`src/rtl/seq_multiplier_pkg.sv`:
```
// seq_multiplier_pkg: shared op and FSM state encodings for the sequential multiplier and the ALU decode
package seq_multiplier_pkg;
  typedef enum logic [1:0] {
    OP_MUL    = 2'b00,
    OP_MULH   = 2'b01,
    OP_MULHSU = 2'b10,
    OP_MULHU  = 2'b11
  } op_e;
  typedef enum logic [1:0] {
    S_IDLE = 2'b00,
    S_RUN  = 2'b01,
    S_DONE = 2'b10
  } state_e;
  function automatic logic op_a_signed(input op_e o);
    return (o == OP_MULH) || (o == OP_MULHSU);
  endfunction
  function automatic logic op_b_signed(input op_e o);
    return o == OP_MULH;
  endfunction
endpackage

```
`src/rtl/mul_add_stage.sv`:
```
// mul_add_stage: combinational ripple-carry adder built from full-adder cells
module mul_add_stage #(
  parameter int W = 33
) (
  input  logic [W-1:0] i_a,
  input  logic [W-1:0] i_b,
  output logic [W-1:0] o_sum,
  output logic         o_cout
);
  logic [W:0] w_c;
  assign w_c[0] = 1'b0;
  for (genvar i = 0; i < W; i++) begin : g_fa
    assign o_sum[i]  = i_a[i] ^ i_b[i] ^ w_c[i];
    assign w_c[i+1]  = (i_a[i] & i_b[i]) | (w_c[i] & (i_a[i] ^ i_b[i]));
  end
  assign o_cout = w_c[W];
endmodule

```
`src/rtl/seq_multiplier.sv`:
```
// seq_multiplier: shift-add sequential multiplier supporting MUL/MULH/MULHSU/MULHU
module seq_multiplier
  import seq_multiplier_pkg::*;
#(
  parameter int WIDTH = 32
) (
  input  logic             clk,
  input  logic             rst_n,
  input  logic             start,
  input  logic [1:0]       op,
  input  logic [WIDTH-1:0] a,
  input  logic [WIDTH-1:0] b,
  output logic             busy,
  output logic             done,
  output logic [WIDTH-1:0] result
);
  localparam int CW = $clog2(WIDTH) + 1;
  localparam logic [CW-1:0] FIN = CW'(WIDTH);
  state_e             r_state, w_state_nxt;
  op_e                r_op;
  logic               r_neg, r_busy, r_done;
  logic [CW-1:0]      r_cnt;
  logic [WIDTH-1:0]   r_mcand, r_result;
  logic [2*WIDTH-1:0] r_acc;
  op_e                w_op;
  logic               w_a_neg, w_b_neg, w_busy_nxt, w_done_nxt, w_cout;
  logic [WIDTH-1:0]   w_a_mag, w_b_mag;
  logic [WIDTH:0]     w_sum;
  logic [2*WIDTH-1:0] w_acc_nxt, w_prod;
  assign w_op    = op_e'(op);
  assign w_a_neg = a[WIDTH-1] & op_a_signed(w_op);
  assign w_b_neg = b[WIDTH-1] & op_b_signed(w_op);
  assign w_a_mag = w_a_neg ? ~a + 1'b1 : a;
  assign w_b_mag = w_b_neg ? ~b + 1'b1 : b;
  mul_add_stage #(.W(WIDTH + 1)) u_add (
    .i_a    ({1'b0, r_acc[2*WIDTH-1:WIDTH]}),
    .i_b    ({1'b0, r_acc[0] ? r_mcand : '0}),
    .o_sum  (w_sum),
    .o_cout (w_cout)
  );
  assign w_acc_nxt = {w_sum[WIDTH] | w_cout, w_sum[WIDTH-1:0], r_acc[WIDTH-1:1]};
  assign w_prod    = r_neg ? ~r_acc + 1'b1 : r_acc;
  // state register
  always_ff @(posedge clk or negedge rst_n)
    if (!rst_n) r_state <= S_IDLE;
    else r_state <= w_state_nxt;
  // next state: RUN spends WIDTH iteration cycles plus one finalize cycle
  always_comb
    w_state_nxt = (r_state == S_IDLE) ? (start ? S_RUN : S_IDLE) :
                  (r_state == S_RUN)  ? ((r_cnt == FIN) ? S_DONE : S_RUN) : S_IDLE;
  // next-cycle status outputs, registered below
  always_comb begin
    w_busy_nxt = w_state_nxt != S_IDLE;
    w_done_nxt = w_state_nxt == S_DONE;
  end
  // operand capture, shift-add iterations, sign fixup and result load
  always_ff @(posedge clk or negedge rst_n) begin
    if (!rst_n) begin
      r_op     <= OP_MUL;
      r_neg    <= 1'b0;
      r_busy   <= 1'b0;
      r_done   <= 1'b0;
      r_cnt    <= '0;
      r_mcand  <= '0;
      r_acc    <= '0;
      r_result <= '0;
    end else begin
      r_busy <= w_busy_nxt;
      r_done <= w_done_nxt;
      if (r_state == S_IDLE && start) begin
        r_op    <= w_op;
        r_neg   <= w_a_neg ^ w_b_neg;
        r_mcand <= w_a_mag;
        r_acc   <= {{WIDTH{1'b0}}, w_b_mag};
        r_cnt   <= '0;
      end else if (r_state == S_RUN && r_cnt != FIN) begin
        r_acc <= w_acc_nxt;
        r_cnt <= r_cnt + 1'b1;
      end else if (r_state == S_RUN) begin
        r_result <= (r_op == OP_MUL) ? w_prod[WIDTH-1:0] : w_prod[2*WIDTH-1:WIDTH];
      end
    end
  end
  assign busy   = r_busy;
  assign done   = r_done;
  assign result = r_result;
endmodule
```
`config.mk`:
```
export PLATFORM = sky130hd
export DESIGN_NAME = seq_multiplier
export DESIGN_NICKNAME = d
export VERILOG_FILES = /design/src/rtl/seq_multiplier_pkg.sv /design/src/rtl/mul_add_stage.sv /design/src/rtl/seq_multiplier.sv
export SDC_FILE = /design/constraint.sdc
export NUM_CORES = 1
export LEC_CHECK = 0
export ABC_AREA = 1
export BUFFER_PORTS_ARGS = -buffer_cell sky130_fd_sc_hd__buf_2
export CORE_ASPECT_RATIO = 0.9
export CORE_UTILIZATION = 61
export CTS_CLUSTER_DIAMETER = 200
export CTS_CLUSTER_SIZE = 12
export DETAILED_ROUTE_END_ITERATION = 10
export PLACE_DENSITY = 0.87
export SETUP_SLACK_MARGIN = 0.2
export SYNTH_ARGS = -nofsm -noshare
export SYNTH_HDL_FRONTEND = slang
export SYNTH_SLANG_ARGS = --single-unit
```
`constraint.sdc`:
```
create_clock -name clk -period 14.75 [get_ports clk]
set_input_delay 4.425 -clock clk [delete_from_list [all_inputs] [get_ports clk]]
set_output_delay 4.425 -clock clk [all_outputs]
set_load 0.005 [all_outputs]
```
==> impl_results.md <==
- Outcome: finished, final reports clean
- Slew Limit Fails: 0
- Critical Path RT: 15.03 ns
- Post-Syn Area: 0.0107 mm2
- Switching pwr: 0.00130 W
- CTS H-tree depth: 4
- Max-cap viol count: 0
- Post-synth EDFFs: 0
- Placed cell count: 1853
- Final min period: 13.65 ns
- First DRT Iteration DRCs: 1442
- Post-synthesis register bit count: 141
- Avg Inst Size Synth: 6.86 um2
- Vias in the first global route: 10166
- Hold Violations, Final: 0
- # IOs: 103
- Final antenna-violating net count: 0
- Initial Utilization: 63.0%
- Die footprint: 0.0181 mm2
- Vias per std cell: 5.98
- Worst-Skew Late Latency: 0.44 ns
- Critical path type: reg -> reg
- Core box area: 0.0170 mm2
- Most used cell along the critical path: fa_1
- Setup crit start kind: flip-flop
- First-pass GRT wire length: 55900 um
- Inserted Clock Buffers: 17
- Post-Place Cell Area: 0.0113 mm2
- Hold_buf cts: 0
- Seq pwr share: 28.8%
- Die Y: 128 um
- Leak pwr: 5.66 nW
- Chip width: 142 um
- DR pass1 iterations: 7
- DR WL/cell: 19.0 um
- Post-CTS Setup Repair Bufs: 0
- Syn-to-layout area delta: 11.7%
- Drt drc: 0
- I/O Buffers: 102
- Slew HR: 26.9%
- Total grt overflow: 0
- Non-filler cells, final: 1885
- Max frequency: 73.3 MHz
- Worst-case clock buffer depth: 2
- Critical path's slowest cell: fa_1
- Clock Root Buffer: clkbuf_16
- Design area: 0.0120 mm2
- Gpl congestion: 1.06
- N_diodes: 0
- Slowest stage delay, CP: 0.47 ns
- Pin count of the biggest net entering global routing: 88
- Worst ir drop on vdd: 0.110 mV
- HP Class: reg -> reg
- Clk network pwr share: 17.5%
- Crit-path max FO: 35
- Async SR Flop Fraction: 100%
- Share of layout cells above drive strength 1: 13.8%
- Cell variety after synth: 44
- Register area share after synthesis: 32.9%
- Worst Tran Pin Value: 1.10 ns
- Fillers: 1451
- Clock Sinks: 141
- Clk slew on worst S/H paths: 0.06 ns
- Row cnt: 45
- RSZ-0062 raised after global routing: false
- Commonest cells after routing, fill and taps aside: nand2_1, nor2_1, nand3_1
- Setup violations, final: 0
- Post-Synthesis Cells: 1562
- Mapped Nets: 1669
- Clock skew after layout: 0.00734 ns
- Total number of vias: 11278
- Internal power: 0.00132 W
- Logic pwr share: 53.7%
- Switching portion of total power: 49.7%
- Initial antenna violation count: 0
- Yosys warnings: 0
- All-Layer GR Usage: 41.0%
- NumNets Final: 1744
- Final WL: 35700 um
- Arrival time worst endpoint: 13.93 ns
- Post_cts resized: 0
- Post-synth top flop: dfrtp_1
- TNS Setup: 0 ns
- CP Capture Type: flip-flop
- Commonest non-fill, non-tap cell in the layout: nand2_1
- Fin crit share: 92.6%
- CTS tree: built
- Hpwl dp: 26900 um
- PwrDens: 219 mW/mm2
==> stage by stage <==
step | utilization [%] | hold slack, ns | setup slack (ns) | total power [W]
final | 70.4 | 0.475 | 1.10 | 0.00262
after detailed placement | 66.7 | 0.460 | 1.41 | 0.00210
after global routing | 70.4 | 0.496 | 0.769 | 0.00280
after CTS | 70.4 | 0.476 | 1.24 | 0.00258
after floorplan | - | 0.449 | 1.93 | 0.00165
after global placement | 66.7 | 0.457 | 1.58 | 0.00205
==> routing by layer <==
layer	global-route usage [%]	vias up	routed length (um)
li1	-	5261	-
met1	60.0	5245	15500
met2	59.1	685	15000
met3	8.67	87	3840
met4	16.9	0	1330
met5	0	-	0
==> power groups by stage <==
stage                     clock [W]  sequential [W]  combinational (W)
final                      0.000460        0.000755            0.00141
after global routing       0.000477        0.000770            0.00155
after CTS                  0.000461        0.000745            0.00137
after detailed placement          0        0.000748            0.00135
after global placement            0        0.000736            0.00131
after floorplan                   0        0.000700           0.000950
==> flip-flops by register name, summed over array words and instances, names as in the netlist <==
name	cells
r_neg	1
r_mcand	32
r_cnt	6
result	32
r_state	2
r_op	2
r_acc	64
done	1
busy	1
==> cell families after synthesis <==
logic type / Yosys count / share of synthesized area [%]
simple gates: 895 / 37.1
compound gates: 229 / 12.4
buf+inv: 229 / 8.51
flops: 141 / 32.9
fa+ha+maj: 38 / 6.61
xor+xnor: 30 / 2.45
==> synthesized netlist by cell type, types with 10 or more instances <==
cell	instances	share of area [%]
inv_2	11	0.39
nand3_1	166	7.8
a21oi_1	56	2.6
xor2_1	25	2.0
o22ai_1	36	2.1
dfrtp_1	141	33
nand4_1	29	1.7
nor2_1	216	7.6
a31oi_1	10	0.58
nand2_1	406	14
o221ai_1	19	1.6
inv_1	162	5.7
nor2_2	14	0.82
o21ai_0	86	4.0
clkbuf_1	16	0.56
nand2_2	18	1.1
buf_2	30	1.4
nand3_2	12	1.1
fa_1	31	5.8
==> cell type report <==
cell class                      count  area, um2  share of cell area, %
Sequential cell                   141       3530                   29.5
Clock inverter                     13        188                   1.57
Clock buffer                       19        433                   3.62
Multi-Input combinational cell   1192       6280                   52.5
Inverter                          174        653                   5.46
Timing Repair Buffer              111        584                   4.88
Tap cell                          235        294                   2.46
==> worst max-delay path, delay by kind of cell (launching register included) <==
| kind | cells | cell delay (ns) |
|---|---|---|
| fa+ha+maj | 31 | 12.43 |
| simple gates | 1 | 0.15 |
| flops | 1 | 0.34 |
| buf+inv | 3 | 0.46 |
| compound gates | 1 | 0.09 |
==> final timing paths <==
kind	from	to	slack, ns	cells past startpoint
hold reg to reg	result[24]$_DFFE_PN0P_	result[24]$_DFFE_PN0P_	0.48	2
max in group asynchronous	rst_n	r_neg$_DFFE_PN0P_	9.34	2
setup reg to reg	r_acc[0]$_DFFE_PN0P_	r_acc[62]$_DFFE_PN0P_	1.10	36
hold / removal	result[24]$_DFFE_PN0P_	result[24]$_DFFE_PN0P_	0.48	2
min in group asynchronous	rst_n	r_cnt[0]$_DFFE_PN0P_	3.98	1
setup / recovery	r_acc[0]$_DFFE_PN0P_	r_acc[62]$_DFFE_PN0P_	1.10	36
No activity file was read; power rests on OpenSTA's default activity.
